--- config.mk ---
export PLATFORM = sky130hd
export DESIGN_NAME = ts_os_rcvr_mlane_flat
export DESIGN_NICKNAME = d
export VERILOG_FILES = /design/src/rtl/ts_os_rcvr_mlane_if.sv /design/src/rtl/ts_os_rcvr_mlane.sv /design/src/flat_wrapper.sv
export SDC_FILE = /design/constraint.sdc
export NUM_CORES = 1
export LEC_CHECK = 0
export ABC_CLOCK_PERIOD_IN_PS = 2500
export CELL_PAD_IN_SITES_DETAIL_PLACEMENT = 0
export CELL_PAD_IN_SITES_GLOBAL_PLACEMENT = 2
export CORE_UTILIZATION = 25
export CTS_BUF_LIST = sky130_fd_sc_hd__clkbuf_8
export CTS_CLUSTER_SIZE = 28
export DETAILED_ROUTE_END_ITERATION = 7
export DONT_BUFFER_PORTS = 1
export PLACE_DENSITY = 0.66
export SLEW_MARGIN = 25
export SYNTH_ARGS = -nofsm -noshare
export SYNTH_HDL_FRONTEND = slang
export SYNTH_SLANG_ARGS = --single-unit
--- constraint.sdc ---
create_clock -name clk -period 2.5 [get_ports clk]
set_input_delay 0.25 -clock clk [delete_from_list [all_inputs] [get_ports clk]]
set_output_delay 0.25 -clock clk [all_outputs]
set_load 0.02 [all_outputs]
--- src/rtl/ts_os_rcvr_mlane_if.sv ---
`default_nettype none
// ============================================================================
// Module : ts_os_rcvr_mlane_if
// Brief  : Symbol-in / ordered-set-out bundle for the multi-lane TS1/TS2 receiver.
//          o_err_cnt exists only when TS_RCVR_ERRCNT_EN is defined.
// Rev    : 1.0  initial release
// ============================================================================
interface ts_os_rcvr_mlane_if #(
  parameter int LANES = 1,
  parameter int CNT_W = 4
);
  logic                   i_en_n;
  logic [LANES*8-1:0]     i_txdata;
  logic [LANES-1:0]       i_txdatak;
  logic [LANES-1:0]       o_os_valid;
  logic [LANES-1:0]       o_os_is_ts2;
  logic [LANES*8-1:0]     o_ts_link;
  logic [LANES*8-1:0]     o_ts_lane;
  logic [LANES*8-1:0]     o_ts_nfts;
  logic [LANES*8-1:0]     o_ts_rate;
  logic [LANES*8-1:0]     o_ts_ctrl;
  logic [LANES*CNT_W-1:0] o_ts_cnt;
  logic [LANES-1:0]       o_ts_consec;
  logic [LANES-1:0]       o_os_err;
`ifdef TS_RCVR_ERRCNT_EN
  logic [LANES*8-1:0]     o_err_cnt;
`endif

  modport master (
    output i_en_n, i_txdata, i_txdatak,
    input  o_os_valid, o_os_is_ts2, o_ts_link, o_ts_lane, o_ts_nfts,
           o_ts_rate, o_ts_ctrl, o_ts_cnt, o_ts_consec, o_os_err
`ifdef TS_RCVR_ERRCNT_EN
    , input o_err_cnt
`endif
  );

  modport slave (
    input  i_en_n, i_txdata, i_txdatak,
    output o_os_valid, o_os_is_ts2, o_ts_link, o_ts_lane, o_ts_nfts,
           o_ts_rate, o_ts_ctrl, o_ts_cnt, o_ts_consec, o_os_err
`ifdef TS_RCVR_ERRCNT_EN
    , output o_err_cnt
`endif
  );
endinterface
`default_nettype wire

--- src/rtl/ts_os_rcvr_mlane.sv ---
`default_nettype none
// ============================================================================
// Module : ts_os_rcvr_mlane
// Brief  : Per-lane TS1/TS2 ordered-set framer/classifier with consecutive-TS
//          counting. Optional macro TS_RCVR_ERRCNT_EN adds per-lane error counters.
// Rev    : 1.0  initial release
// ============================================================================
module ts_os_rcvr_mlane #(
  parameter int          LANES      = 1,
  parameter int          CNT_W      = 4,
  parameter int unsigned CONSEC_REQ = 8
) (
  input  wire logic            clk,
  input  wire logic            reset,
  ts_os_rcvr_mlane_if.slave    bus
);

  localparam logic [7:0] c_COM    = 8'hBC;
  localparam logic [7:0] c_PAD    = 8'hF7;
  localparam logic [7:0] c_TS1_ID = 8'h4A;
  localparam logic [7:0] c_TS2_ID = 8'h45;

  typedef enum logic [0:0] {
    S_IDLE = 1'b0,
    S_COLL = 1'b1
  } state_t;

  for (genvar l = 0; l < LANES; l++) begin : g_lane
    logic             w_k;
    logic [7:0]       w_d;
    logic             w_is_com;
    state_t           r_state, w_state_n;
    logic [3:0]       r_idx, w_idx_n;
    logic             r_ts1_ok, r_ts2_ok, w_ts1_ok_n, w_ts2_ok_n;
    logic             w_store, w_valid, w_err, w_is_ts2, w_same;
    logic [5:1][7:0]  r_sym;
    logic [5:1][7:0]  r_f;
    logic             r_os_valid, r_is_ts2, r_os_err, r_prev_ok;
    logic [CNT_W-1:0] r_cnt;

    assign w_k      = bus.i_txdatak[l];
    assign w_d      = bus.i_txdata[8*l +: 8];
    assign w_is_com = w_k && (w_d == c_COM);

    always_comb begin
      w_state_n  = r_state;
      w_idx_n    = r_idx;
      w_ts1_ok_n = r_ts1_ok;
      w_ts2_ok_n = r_ts2_ok;
      w_store    = 1'b0;
      w_valid    = 1'b0;
      w_err      = 1'b0;
      w_is_ts2   = 1'b0;
      case (r_state)
        S_IDLE: begin
          if (w_is_com) begin
            w_state_n  = S_COLL;
            w_idx_n    = 4'd1;
            w_ts1_ok_n = 1'b1;
            w_ts2_ok_n = 1'b1;
          end
        end
        S_COLL: begin
          // A COM inside an OS aborts it but also starts the next one.
          if (w_is_com) begin
            w_err      = 1'b1;
            w_idx_n    = 4'd1;
            w_ts1_ok_n = 1'b1;
            w_ts2_ok_n = 1'b1;
          end else if (w_k && !(((r_idx == 4'd1) || (r_idx == 4'd2)) && (w_d == c_PAD))) begin
            w_err     = 1'b1;
            w_state_n = S_IDLE;
            w_idx_n   = 4'd0;
          end else begin
            w_store = 1'b1;
            w_idx_n = r_idx + 4'd1;
            if (r_idx >= 4'd6) begin
              w_ts1_ok_n = r_ts1_ok && (w_d == c_TS1_ID);
              w_ts2_ok_n = r_ts2_ok && (w_d == c_TS2_ID);
            end
            if (r_idx == 4'd15) begin
              w_state_n = S_IDLE;
              w_idx_n   = 4'd0;
              if (w_ts1_ok_n) begin
                w_valid = 1'b1;
              end else if (w_ts2_ok_n) begin
                w_valid  = 1'b1;
                w_is_ts2 = 1'b1;
              end else begin
                w_err = 1'b1;
              end
            end
          end
        end
        default: begin
          w_state_n = S_IDLE;
          w_idx_n   = 4'd0;
        end
      endcase
    end

    assign w_same = r_prev_ok && (r_is_ts2 == w_is_ts2) && (r_f == r_sym);

    always_ff @(posedge clk) begin
      if (reset || bus.i_en_n) begin
        r_state    <= S_IDLE;
        r_idx      <= 4'd0;
        r_ts1_ok   <= 1'b0;
        r_ts2_ok   <= 1'b0;
        r_sym      <= '0;
        r_f        <= '0;
        r_os_valid <= 1'b0;
        r_is_ts2   <= 1'b0;
        r_os_err   <= 1'b0;
        r_prev_ok  <= 1'b0;
        r_cnt      <= '0;
      end else begin
        r_state    <= w_state_n;
        r_idx      <= w_idx_n;
        r_ts1_ok   <= w_ts1_ok_n;
        r_ts2_ok   <= w_ts2_ok_n;
        r_os_valid <= w_valid;
        r_os_err   <= w_err;
        if (w_store && (r_idx <= 4'd5)) begin
          r_sym[r_idx[2:0]] <= w_d;
        end
        if (w_valid) begin
          r_is_ts2  <= w_is_ts2;
          r_f       <= r_sym;
          r_prev_ok <= 1'b1;
          if (!w_same) begin
            r_cnt <= CNT_W'(1);
          end else if (r_cnt != {CNT_W{1'b1}}) begin
            r_cnt <= r_cnt + CNT_W'(1);
          end
        end else if (w_err) begin
          r_prev_ok <= 1'b0;
          r_cnt     <= '0;
        end
      end
    end

    assign bus.o_os_valid[l]             = r_os_valid;
    assign bus.o_os_is_ts2[l]            = r_is_ts2;
    assign bus.o_os_err[l]               = r_os_err;
    assign bus.o_ts_link[8*l +: 8]       = r_f[1];
    assign bus.o_ts_lane[8*l +: 8]       = r_f[2];
    assign bus.o_ts_nfts[8*l +: 8]       = r_f[3];
    assign bus.o_ts_rate[8*l +: 8]       = r_f[4];
    assign bus.o_ts_ctrl[8*l +: 8]       = r_f[5];
    assign bus.o_ts_cnt[CNT_W*l +: CNT_W] = r_cnt;
    assign bus.o_ts_consec[l]            = ({{(32-CNT_W){1'b0}}, r_cnt} >= 32'(CONSEC_REQ));

`ifdef TS_RCVR_ERRCNT_EN
    logic [7:0] r_err_cnt;

    always_ff @(posedge clk) begin
      if (reset || bus.i_en_n) begin
        r_err_cnt <= 8'd0;
      end else if (w_err && (r_err_cnt != 8'hFF)) begin
        r_err_cnt <= r_err_cnt + 8'd1;
      end
    end

    assign bus.o_err_cnt[8*l +: 8] = r_err_cnt;
`endif
  end

endmodule
`default_nettype wire

--- src/flat_wrapper.sv ---
// flat-port wrapper written by rule: the top's interface ports become plain ports
module ts_os_rcvr_mlane_flat 
#(
  parameter int          LANES      = 1,
  parameter int          CNT_W      = 4,
  parameter int unsigned CONSEC_REQ = 8
)
  (clk, reset, bus_i_en_n, bus_i_txdata, bus_i_txdatak, bus_o_os_valid, bus_o_os_is_ts2, bus_o_ts_link, bus_o_ts_lane, bus_o_ts_nfts, bus_o_ts_rate, bus_o_ts_ctrl, bus_o_ts_cnt, bus_o_ts_consec, bus_o_os_err);
  ts_os_rcvr_mlane_if #(.LANES(LANES), .CNT_W(CNT_W)) bus_i ();
  input  wire logic clk;
  input  wire logic reset;
  input wire logic [$bits(bus_i.i_en_n)-1:0] bus_i_en_n;
  input wire logic [$bits(bus_i.i_txdata)-1:0] bus_i_txdata;
  input wire logic [$bits(bus_i.i_txdatak)-1:0] bus_i_txdatak;
  output wire logic [$bits(bus_i.o_os_valid)-1:0] bus_o_os_valid;
  output wire logic [$bits(bus_i.o_os_is_ts2)-1:0] bus_o_os_is_ts2;
  output wire logic [$bits(bus_i.o_ts_link)-1:0] bus_o_ts_link;
  output wire logic [$bits(bus_i.o_ts_lane)-1:0] bus_o_ts_lane;
  output wire logic [$bits(bus_i.o_ts_nfts)-1:0] bus_o_ts_nfts;
  output wire logic [$bits(bus_i.o_ts_rate)-1:0] bus_o_ts_rate;
  output wire logic [$bits(bus_i.o_ts_ctrl)-1:0] bus_o_ts_ctrl;
  output wire logic [$bits(bus_i.o_ts_cnt)-1:0] bus_o_ts_cnt;
  output wire logic [$bits(bus_i.o_ts_consec)-1:0] bus_o_ts_consec;
  output wire logic [$bits(bus_i.o_os_err)-1:0] bus_o_os_err;
  assign bus_i.i_en_n = bus_i_en_n;
  assign bus_i.i_txdata = bus_i_txdata;
  assign bus_i.i_txdatak = bus_i_txdatak;
  assign bus_o_os_valid = bus_i.o_os_valid;
  assign bus_o_os_is_ts2 = bus_i.o_os_is_ts2;
  assign bus_o_ts_link = bus_i.o_ts_link;
  assign bus_o_ts_lane = bus_i.o_ts_lane;
  assign bus_o_ts_nfts = bus_i.o_ts_nfts;
  assign bus_o_ts_rate = bus_i.o_ts_rate;
  assign bus_o_ts_ctrl = bus_i.o_ts_ctrl;
  assign bus_o_ts_cnt = bus_i.o_ts_cnt;
  assign bus_o_ts_consec = bus_i.o_ts_consec;
  assign bus_o_os_err = bus_i.o_os_err;
  ts_os_rcvr_mlane #(.LANES(LANES), .CNT_W(CNT_W), .CONSEC_REQ(CONSEC_REQ)) u_core (.clk(clk), .reset(reset), .bus(bus_i));
endmodule
# Word level (Yosys, flattened, before mapping)

Cells that the tools add are included.
W data, S select, Z words.

Flip-flop bits (word level): 95
Input bits: 12
Logic and storage cells: 109

Add/subtract/negate cells: 2
$lt $le $gt $ge: 5
Equality and inequality tests: 13
Muxes and demuxes: 54
Bitwise logic cells: 1
Reduce and logical (&&, ||, !) cells: 15

Operator list:

| kind                  | count |
|---|---|
| $bwmux W40            | 1 |
| $eq A40 B40 Y1        | 1 |
| $mux W1               | 39 |
| $mux W4               | 8 |
| $demux W8 S3          | 1 |
| $eq A8 B7 Y1 const B  | 2 |
| $eq A8 B8 Y1 const B  | 2 |
| $logic_and A1 B1 Y1   | 9 |
| $add A4 B1 Y4 const B | 2 |
| $mux W8               | 1 |
| $pmux W4 S2           | 1 |
| $pmux W1 S2           | 3 |
| $eq A4 B1 Y1 const B  | 1 |
| $eq A4 B2 Y1 const B  | 1 |
| $eq A4 B4 Y1 const B  | 1 |
| $ge A4 B3 Y1 const B  | 1 |
| $ge A4 B4 Y1 const B  | 1 |
| $le A4 B3 Y1 const B  | 1 |
| $lt A3 B4 Y1 const B  | 1 |
| $ne A4 B4 Y1 const B  | 1 |
| $reduce_and A2 Y1     | 2 |
| $ge A3 B1 Y1 const B  | 1 |
| $ne A3 B2 Y1 const B  | 1 |
| $ne A3 B3 Y1 const B  | 1 |
| other kinds (6)       | 7 |

# Depth between registers and ports, before layout

Gate-level depths: netlist of the first run.

Depth after elaboration: 19
Mapped depth: 10
Gate-level depth less buffers: 9

# Least setup slack after synthesis of the first run

Ideal clock, no wire load.

Kind: register to register
From: register u_core.g_lane[0].r_idx[3]
To: register u_core.g_lane[0].r_sym[0] (netlist bit)
Data arrival time: 2.131 ns
Data required time: 2.372 ns
Path slack: 0.241 ns
Cell stages (with the launch flop): 9
Buffers on the path: 1
Path through: dfxtp_1 or4b_4 o31ai_4 and2_4 nand2_2 or3_1 buf_6 mux2i_1 nor2_1

Cells in the longest elaborated chain, start to end: 9
Elaborated cells between the ends (all ways): 11
Classes of those cells: 1 x order compare; 2 x eq/ne; 3 x mux; 5 x reduce/logical

Ends and longest elaborated chain:

| item                                         | line                    | source |
|---|---|---|
| start: declaration                           | ts_os_rcvr_mlane.sv:33  | `logic [3:0] r_idx, w_idx_n;` |
| start signal: assignment                     | ts_os_rcvr_mlane.sv:119 | `r_idx <= w_idx_n;` |
| $eq A4 B1 Y1 or $eq A4 B2 Y1 (tied branches) | ts_os_rcvr_mlane.sv:70  | `end else if (w_k && !(((r_idx == 4'd1) \|\| (r_idx == 4'd2)) && (w_d == c_PAD))) begin` |
| $logic_or A1 B1 Y1                           | ts_os_rcvr_mlane.sv:70  |  |
| $logic_and A1 B1 Y1                          | ts_os_rcvr_mlane.sv:70  |  |
| $logic_not A1 Y1                             | ts_os_rcvr_mlane.sv:70  |  |
| $logic_and A1 B1 Y1                          | ts_os_rcvr_mlane.sv:70  |  |
| $mux W1                                      | ts_os_rcvr_mlane.sv:70  |  |
| $mux W1                                      | ts_os_rcvr_mlane.sv:65  | `if (w_is_com) begin` |
| $mux W1                                      | ts_os_rcvr_mlane.sv:54  | `case (r_state)` |
| $logic_and A1 B1 Y1 (*)                      | ts_os_rcvr_mlane.sv:124 | `if (w_store && (r_idx <= 4'd5)) begin` |
| end signal: indexed assignment               | ts_os_rcvr_mlane.sv:125 | `r_sym[r_idx[2:0]] <= w_d;` |
| end: declaration                             | ts_os_rcvr_mlane.sv:36  | `logic [5:1][7:0] r_sym;` |

Mark *: on every way between the ends. The rest lies on a longest branch, timed or not.
A chain may end at the register's enable or synchronous reset.

# Worst setup path after layout of the first run

From: register u_core.g_lane[0].r_idx[2]
To: register u_core.g_lane[0].r_cnt[3], in the netlist u_core.bus.o_ts_cnt[3]

Cells in the longest elaborated chain, start to end: 16
Elaborated cells between the ends (all ways): 41
Classes of those cells: 1 x order compare; 5 x eq/ne; 27 x mux; 8 x reduce/logical

Ends and longest elaborated chain:

| item                                                   | line                    | source |
|---|---|---|
| $ge A4 B3 Y1                                           | ts_os_rcvr_mlane.sv:77  | `if (r_idx >= 4'd6) begin` |
| $mux W1                                                | ts_os_rcvr_mlane.sv:77  |  |
| $mux W1                                                | ts_os_rcvr_mlane.sv:70  |  |
| $mux W1                                                | ts_os_rcvr_mlane.sv:65  |  |
| $mux W1                                                | ts_os_rcvr_mlane.sv:54  |  |
| $mux W1                                                | ts_os_rcvr_mlane.sv:86  | `end else if (w_ts2_ok_n) begin` |
| $mux W1                                                | ts_os_rcvr_mlane.sv:84  | `if (w_ts1_ok_n) begin` |
| $mux W1                                                | ts_os_rcvr_mlane.sv:81  | `if (r_idx == 4'd15) begin` |
| $mux W1                                                | ts_os_rcvr_mlane.sv:70  |  |
| $mux W1                                                | ts_os_rcvr_mlane.sv:65  |  |
| $mux W1                                                | ts_os_rcvr_mlane.sv:54  |  |
| $eq A1 B1 Y1                                           | ts_os_rcvr_mlane.sv:102 | `assign w_same = r_prev_ok && (r_is_ts2 == w_is_ts2) && (r_f == r_sym);` |
| $logic_and A1 B1 Y1 (2 in a row)                       | ts_os_rcvr_mlane.sv:102 |  |
| $ne A3 B3 Y1 (no line) or $mux W4 (tied branches)      | --                      |  |
| $reduce_and A2 Y1 (no line) or $mux W4 (tied branches) | --                      |  |
| end signal: assignment                                 | ts_os_rcvr_mlane.sv:134 | `r_cnt <= r_cnt + CNT_W'(1);` |
| end: declaration                                       | ts_os_rcvr_mlane.sv:39  | `logic [CNT_W-1:0] r_cnt;` |

Several ways; a longest one is shown, not always the timed one. The select of a mux whose other input is x is not followed.

==> results.sh, run 1 <==
export IMPL_syn_area_per_cell_um2=8.622
export IMPL_critPathLaunch="u_core.g_lane[0].r_idx[2]"
export IMPL_grt_max_degree=42
export IMPL_grt_pass1_wl_um=19740
export IMPL_slew_violations=0
export IMPL_dr_total_vias=3443
export IMPL_floorplan_initialDensity_pct=25.64
export IMPL_fin_ws_ps=177.9
export IMPL_n_fill_cell=1796
export IMPL_routedWlPerCell_um=16.58
export IMPL_crit_end="u_core.bus.o_ts_cnt[3]"
export IMPL_antenna_found_initial=1
export IMPL_overflow=0
export IMPL_setup_violations_final=0
export IMPL_multi_input_area_um2=2223
export IMPL_post_route_drc_count=0
export IMPL_path_max_fanout=5
export IMPL_synth_edf_count=0
export IMPL_reg2regPathDepth=7
export IMPL_num_io_pins=60
export IMPL_cts_tree="yes"
export IMPL_dr_pass1_iters=4
export IMPL_register_area_um2=1903
export IMPL_cp_top_family="simple AND/OR/NAND/NOR gates"
export IMPL_cpPeakStageDelay_ps=520
export IMPL_yosysUniqueCellTypes=53
export IMPL_synth_flop_cell="dfxtp_1"
export IMPL_fp_coreArea_um2=16640
export IMPL_hp_class="primary input to flip-flop"
export IMPL_synth_top_cell_area_share_pct=44.56
export IMPL_layout_drive_gt1_share_pct=14.97
export IMPL_cp_end_kind="flip-flop"
export IMPL_clk_pin_slew_worst_paths_ps=90
export IMPL_ys_seq_elements=95
export IMPL_port_buffers=0
export IMPL_antenna_left=0
export IMPL_crit_slowest_cell="or4b_4"
export IMPL_status="finished, final reports clean"
export IMPL_critical_path_arrival_ps=2610
export IMPL_wirelength_um=12610
export IMPL_timing_max_cap_violations=0
export IMPL_clock_latency_ps=380
export IMPL_power_static_leakage_nw=2.067
export IMPL_cts_root_buf="clkbuf_8"
export IMPL_finClkSkew_ps=13.48
export IMPL_hold_violations=0
export IMPL_max_freq_ghz=0.4306
export IMPL_synth_area_leaders="dfxtp_1 45%, mux2i_1 9.1%, nand2_1 8.4%"
export IMPL_clock_path_buffers=2
export IMPL_yosysSeqAreaShare_pct=44.56
export IMPL_gp_congestion=0.7624
export IMPL_tightest_slew_ps=745.3
export IMPL_setup_tns_ps=0
export IMPL_synth_async_reset_ratio_pct=0
export IMPL_synth_most_common_cell="nand2_1"
export IMPL_grt_pass1_vias=3337
export IMPL_cp_num_cells=7
export IMPL_die_w_um=132.7
export IMPL_holdPathStages=2
export IMPL_die_area_um2=17600
export IMPL_critPathBufInv=0
export IMPL_die_y_um=132.7
export IMPL_track_usage_pct=15.02
export IMPL_yosysWarnings=0
export IMPL_reg2reg_from="u_core.g_lane[0].r_idx[2]"
export IMPL_diodes=0
export IMPL_drt_vias_per_instance=4.524
export IMPL_cts_made_buffers=9
export IMPL_fin_nets=555
export IMPL_clkSinkCount=95
export IMPL_drt_iter0_drc=175
export IMPL_syn_inst=495
export IMPL_h_tree_depth=3
export IMPL_slew_limit_headroom_pct=50.31
export IMPL_required_ps=2790
export IMPL_rsz0062_at_grt="false"
export IMPL_finalCritPeriodShare_pct=92.89
export IMPL_r2r_slack_ps=180
export IMPL_crit_chain="or4b_4 -> o31ai_4 -> and2_4 -> o211ai_2 -> nand4bb_1 -> a31o_1 -> a211oi_1"
export IMPL_syn_to_final_growth_pct=19.29
export IMPL_powerDensity_nw_per_um2=491.8
export IMPL_hpwl_um=8781
export IMPL_syn_nets=513
export IMPL_r2r_end="u_core.bus.o_ts_cnt[3]"
export IMPL_crit_type="flip-flop to flip-flop"
export IMPL_yosys_area_top_type="dfxtp_1"
export IMPL_fin_crit_ps=2322
export IMPL_ir_drop_mv=0.2321
export IMPL_rows=47
export IMPL_yosys_top_cells_count="96 x nand2_1, 95 x dfxtp_1, 55 x nor2_1, 52 x a21oi_1, 39 x mux2i_1"
export IMPL_netlist_area_um2=4268
export IMPL_start_kind="flip-flop"
export IMPL_dp_slack_ps=1.313
## layout by cell type (no fill, tap or decap), types with 3 or more instances in the layout
| cell type | n |
|---|---|
| xnor2_1 | 6 |
| xor2_1 | 34 |
| dlygate4sd3_1 | 7 |
| mux2i_1 | 39 |
| dfxtp_1 | 94 |
| o21ai_0 | 3 |
| nor3_1 | 3 |
| inv_1 | 10 |
| o211a_1 | 3 |
| buf_4 | 47 |
| nand2_1 | 96 |
| clkbuf_8 | 9 |
| nand3_1 | 8 |
| buf_12 | 3 |
| o211ai_1 | 3 |
| ha_1 | 6 |
| nor2_1 | 55 |
| nor4_1 | 9 |
| and3_1 | 3 |
| nand4_1 | 3 |
| a21oi_1 | 52 |
## worst min-delay path by stage
stage | startpoint | endpoint
finish | bus_i_txdata[3] | u_core.g_lane[0].r_sym[19]
floorplan | bus_i_txdata[0] | u_core.g_lane[0].r_sym[0]
CTS | bus_i_txdata[3] | u_core.g_lane[0].r_sym[3]
global placement | bus_i_txdata[7] | u_core.g_lane[0].r_sym[7]
global route | bus_i_txdata[5] | u_core.g_lane[0].r_sym[13]
detailed placement | bus_i_txdata[1] | u_core.g_lane[0].r_sym[17]
## flip-flops by register name, summed over array words and instances, names as in the netlist, 4 cells and up
signal	cells
u_core.bus.o_ts_ctrl	8
u_core.bus.o_ts_link	8
u_core.bus.o_ts_nfts	8
u_core.g_lane.r_sym	40
u_core.bus.o_ts_cnt	4
u_core.bus.o_ts_lane	8
u_core.bus.o_ts_rate	8
u_core.g_lane.r_idx	4
## logic make-up (layout without fill, tap and decap cells)
family / count (synthesis) / after routing / share of synthesized area (%)
and+or+nand+nor: 202 / 202 / 21.67
DFF: 95 / 95 / 44.56
AOI/OAI and AO/OA: 76 / 76 / 10.79
xor gates and xnor gates: 40 / 40 / 8.209
muxes: 40 / 40 / 9.411
buffers and inverters: 36 / 82 / 3.606
adders and majority gates: 6 / 6 / 1.759
## stage by stage
step / hold WS, ps / instances / power (W) / area, um2 / utilization [%]
floorplan: 393.9 / 495 / 0.001581 / 4268 / -
global placement: 399.4 / 739 / 0.001593 / 4840 / 29.08
detailed placement: 405.6 / 739 / 0.001593 / 4840 / 29.08
CTS: 0.1033 / 760 / 0.002554 / 5074 / 30.49
global route: 2.891 / 761 / 0.002619 / 5091 / 30.59
finish: 20.63 / 761 / 0.002504 / 5091 / 30.59
## area by class of cell
cell class,count,share of cell area [%]
Inverter,10,0.7373
Timing Repair Buffer,57,9.486
Tap cell,220,5.407
Clock inverter,6,0.8847
Clock buffer,9,2.433
Multi-Input combinational cell,364,43.67
Sequential cell,95,37.38
## power breakdown
part           internal (W)  switching (W)  leakage [nW]   total, W
combinational     0.0000208      0.0000370          1.21  0.0000578
clock              0.000363       0.000570        0.0898   0.000934
sequential          0.00151   0.0000000906         0.765    0.00151
total               0.00190       0.000608          2.07    0.00250
## routing by layer
layer  vias up  wire, um  global-route usage (%)
met5         -         0                       0
met3         7       791                   5.479
met4         0       153                   3.704
met1      1626      5768                   19.14
li1       1744         -                       -
met2        66      5900                   23.95
## repair_timing
action | 4_1_cts | 5_1_grt
gates resized for setup | 1 | 2
hold endpoints to repair | 10 | 1
hold buffers | 6 | 1
setup buffers | 0 | 0
pin swaps | 0 | 0
endpoints found under the setup margin | 3 | 13
cloned | 0 | 0
Power figures use the tool's default switching activity.
==> inputs of run 2 (changes only) <==
GPL_TIMING_DRIVEN = 0   (was not set)
==> run 2 against run 1 <==
Compared with the run above:
- die area unchanged
- combinational power increased by 40%
- clock power increased by 16%
- hold slack got worse by 12 ps
- count of clock-buffer cells in the layout increased by 1
- final cell count decreased by 2.1%
- first-iteration DRC count decreased by 16%
- cell area decreased by 2.6%
- largest cell class unchanged
- power increased by 6.8%
- register-to-register slack got worse by 70 ps
==> results.sh, run 2 (same netlist as run 1, synthesis figures left out) <==
export IMPL_status="finished, final reports clean"
export IMPL_cp_end_kind="flip-flop"
export IMPL_dp_slack_ps=-356.9
export IMPL_die_area_um2=17600
export IMPL_cts_tree="yes"
export IMPL_timing_max_cap_violations=0
export IMPL_slew_limit_headroom_pct=53.93
export IMPL_crit_chain="inv_1 -> ha_1 -> o211ai_1 -> o31ai_4 -> and2_4 -> nand2_2 -> or3_1 -> buf_6 -> mux2i_1 -> nor2_1"
export IMPL_setup_tns_ps=0
export IMPL_hold_violations=0
export IMPL_floorplan_initialDensity_pct=25.64
export IMPL_routedWlPerCell_um=18.25
export IMPL_dr_total_vias=3409
export IMPL_rows=47
export IMPL_cts_root_buf="clkbuf_8"
export IMPL_antenna_left=0
export IMPL_cts_made_buffers=9
export IMPL_fp_coreArea_um2=16640
export IMPL_hpwl_um=9511
export IMPL_die_y_um=132.7
export IMPL_register_area_um2=1911
export IMPL_rsz0062_at_grt="true"
export IMPL_final_common_cell="nand2_1"
export IMPL_wirelength_um=13600
export IMPL_fin_crit_ps=2397
export IMPL_grt_pass1_wl_um=20320
export IMPL_h_tree_depth=3
export IMPL_powerDensity_nw_per_um2=539.3
export IMPL_antenna_found_initial=0
export IMPL_largest_reg_flops=40
export IMPL_dr_pass1_iters=4
export IMPL_crit_type="flip-flop to flip-flop"
export IMPL_path_max_fanout=8
export IMPL_gp_congestion=0.7649
export IMPL_fin_ws_ps=103.4
export IMPL_power_static_leakage_nw=1.933
export IMPL_finish_utilization_pct=29.79
export IMPL_n_fill_cell=1783
export IMPL_ir_drop_mv=0.3015
export IMPL_track_usage_pct=15.90
export IMPL_layout_drive_gt1_share_pct=9.905
export IMPL_clock_path_buffers=2
export IMPL_required_ps=2770
export IMPL_clk_pin_slew_worst_paths_ps=90
export IMPL_grt_max_degree=17
export IMPL_layout_common_cells="96 x nand2_1, 92 x dfxtp_1, 55 x nor2_1"
export IMPL_cpPeakStageDelay_ps=420
export IMPL_finClkSkew_ps=12.45
export IMPL_grt_pass1_vias=3177
export IMPL_drt_vias_per_instance=4.576
export IMPL_drt_iter0_drc=147
export IMPL_hp_class="primary input to flip-flop"
export IMPL_finalCritPeriodShare_pct=95.86
export IMPL_setup_violations_final=0
export IMPL_clkSinkCount=95
export IMPL_max_freq_ghz=0.4173
export IMPL_overflow=0
export IMPL_diodes=0
export IMPL_fin_nets=538
export IMPL_cp_top_family="simple AND/OR/NAND/NOR gates"
export IMPL_multi_input_area_um2=2242
export IMPL_clock_latency_ps=400
export IMPL_die_w_um=132.7
export IMPL_slew_violations=0
export IMPL_crit_slowest_cell="o31ai_4"
export IMPL_post_route_drc_count=0
export IMPL_syn_to_final_growth_pct=16.15
export IMPL_num_io_pins=60
export IMPL_start_kind="flip-flop"
export IMPL_critPathBufInv=2
export IMPL_tightest_slew_ps=691.1
export IMPL_port_buffers=0
export IMPL_top_register="u_core.g_lane.r_sym"
export IMPL_critical_path_arrival_ps=2670
==> run 2: layer usage <==
metal | GRT usage [%] | vias to the layer above | wire length (um)
li1 | - | 1720 | -
met1 | 20.07 | 1592 | 6080
met2 | 25.67 | 86 | 6385
met3 | 5.670 | 11 | 991
met4 | 4.023 | 0 | 140
met5 | 0 | - | 0
==> run 2: worst paths after layout <==
path / startpoint / end / slack (ps) / depth (start not counted)
worst max-delay path: u_core.g_lane[0].r_idx[1] / u_core.g_lane[0].r_sym[5] / 100 / 10
worst min-delay path: bus_i_txdata[0] / u_core.g_lane[0].r_sym[8] / 8 / 2
worst max register to register: u_core.g_lane[0].r_idx[1] / u_core.g_lane[0].r_sym[5] / 100 / 10
worst min register to register: u_core.g_lane[0].r_sym[17] / u_core.bus.o_ts_nfts[1] / 490 / 2
==> run 2: worst reg2reg max path, cell delays in order, from the launching register on <==
cell and delay (ps):
dfxtp_4 380, inv_1 90, ha_1 170, o211ai_1 150, o31ai_4 420, and2_4 240
nand2_2 80, or3_1 340, buf_6 170, mux2i_1 180, nor2_1 50
==> run 2: stage by stage <==
step	instance area (um2)	instances	power [W]	hold slack (ps)
3_5_place_dp	4543	715	0.001604	405.7
5_1_grt	4957	745	0.002780	3.890
4_1_cts	4891	742	0.002711	0.2576
3_3_place_gp	4543	715	0.001604	398.7
2_1_floorplan	4268	495	0.001581	393.9
6_report	4957	745	0.002673	8.253
==> run 2: timing repair <==
action | 4_1_cts | 5_1_grt
cloned | 0 | 0
resized for setup | 10 | 16
hold buffers | 8 | 2
buffers inserted | 3 | 1
pin swaps | 2 | 1
setup endpoints to repair | 76 | 66
hold endpoints to repair | 20 | 2
==> run 2: layout make-up <==
cell class / count / area share [%]
inverter: 10 / 0.7572
tap: 220 / 5.553
clock buffer: 10 / 2.776
sequential: 95 / 38.54
buffer: 26 / 2.953
multi-input combinational: 364 / 45.23
timing repair buffer: 14 / 2.877
clock inverter: 6 / 1.312
==> run 2: power breakdown <==
group / switching (W) / internal (W) / total, W / leakage (nW)
sequential: 0.0000000675 / 0.00151 / 0.00151 / 0.767
combinational: 0.0000555 / 0.0000252 / 0.0000807 / 1.06
clock: 0.000587 / 0.000496 / 0.00108 / 0.109
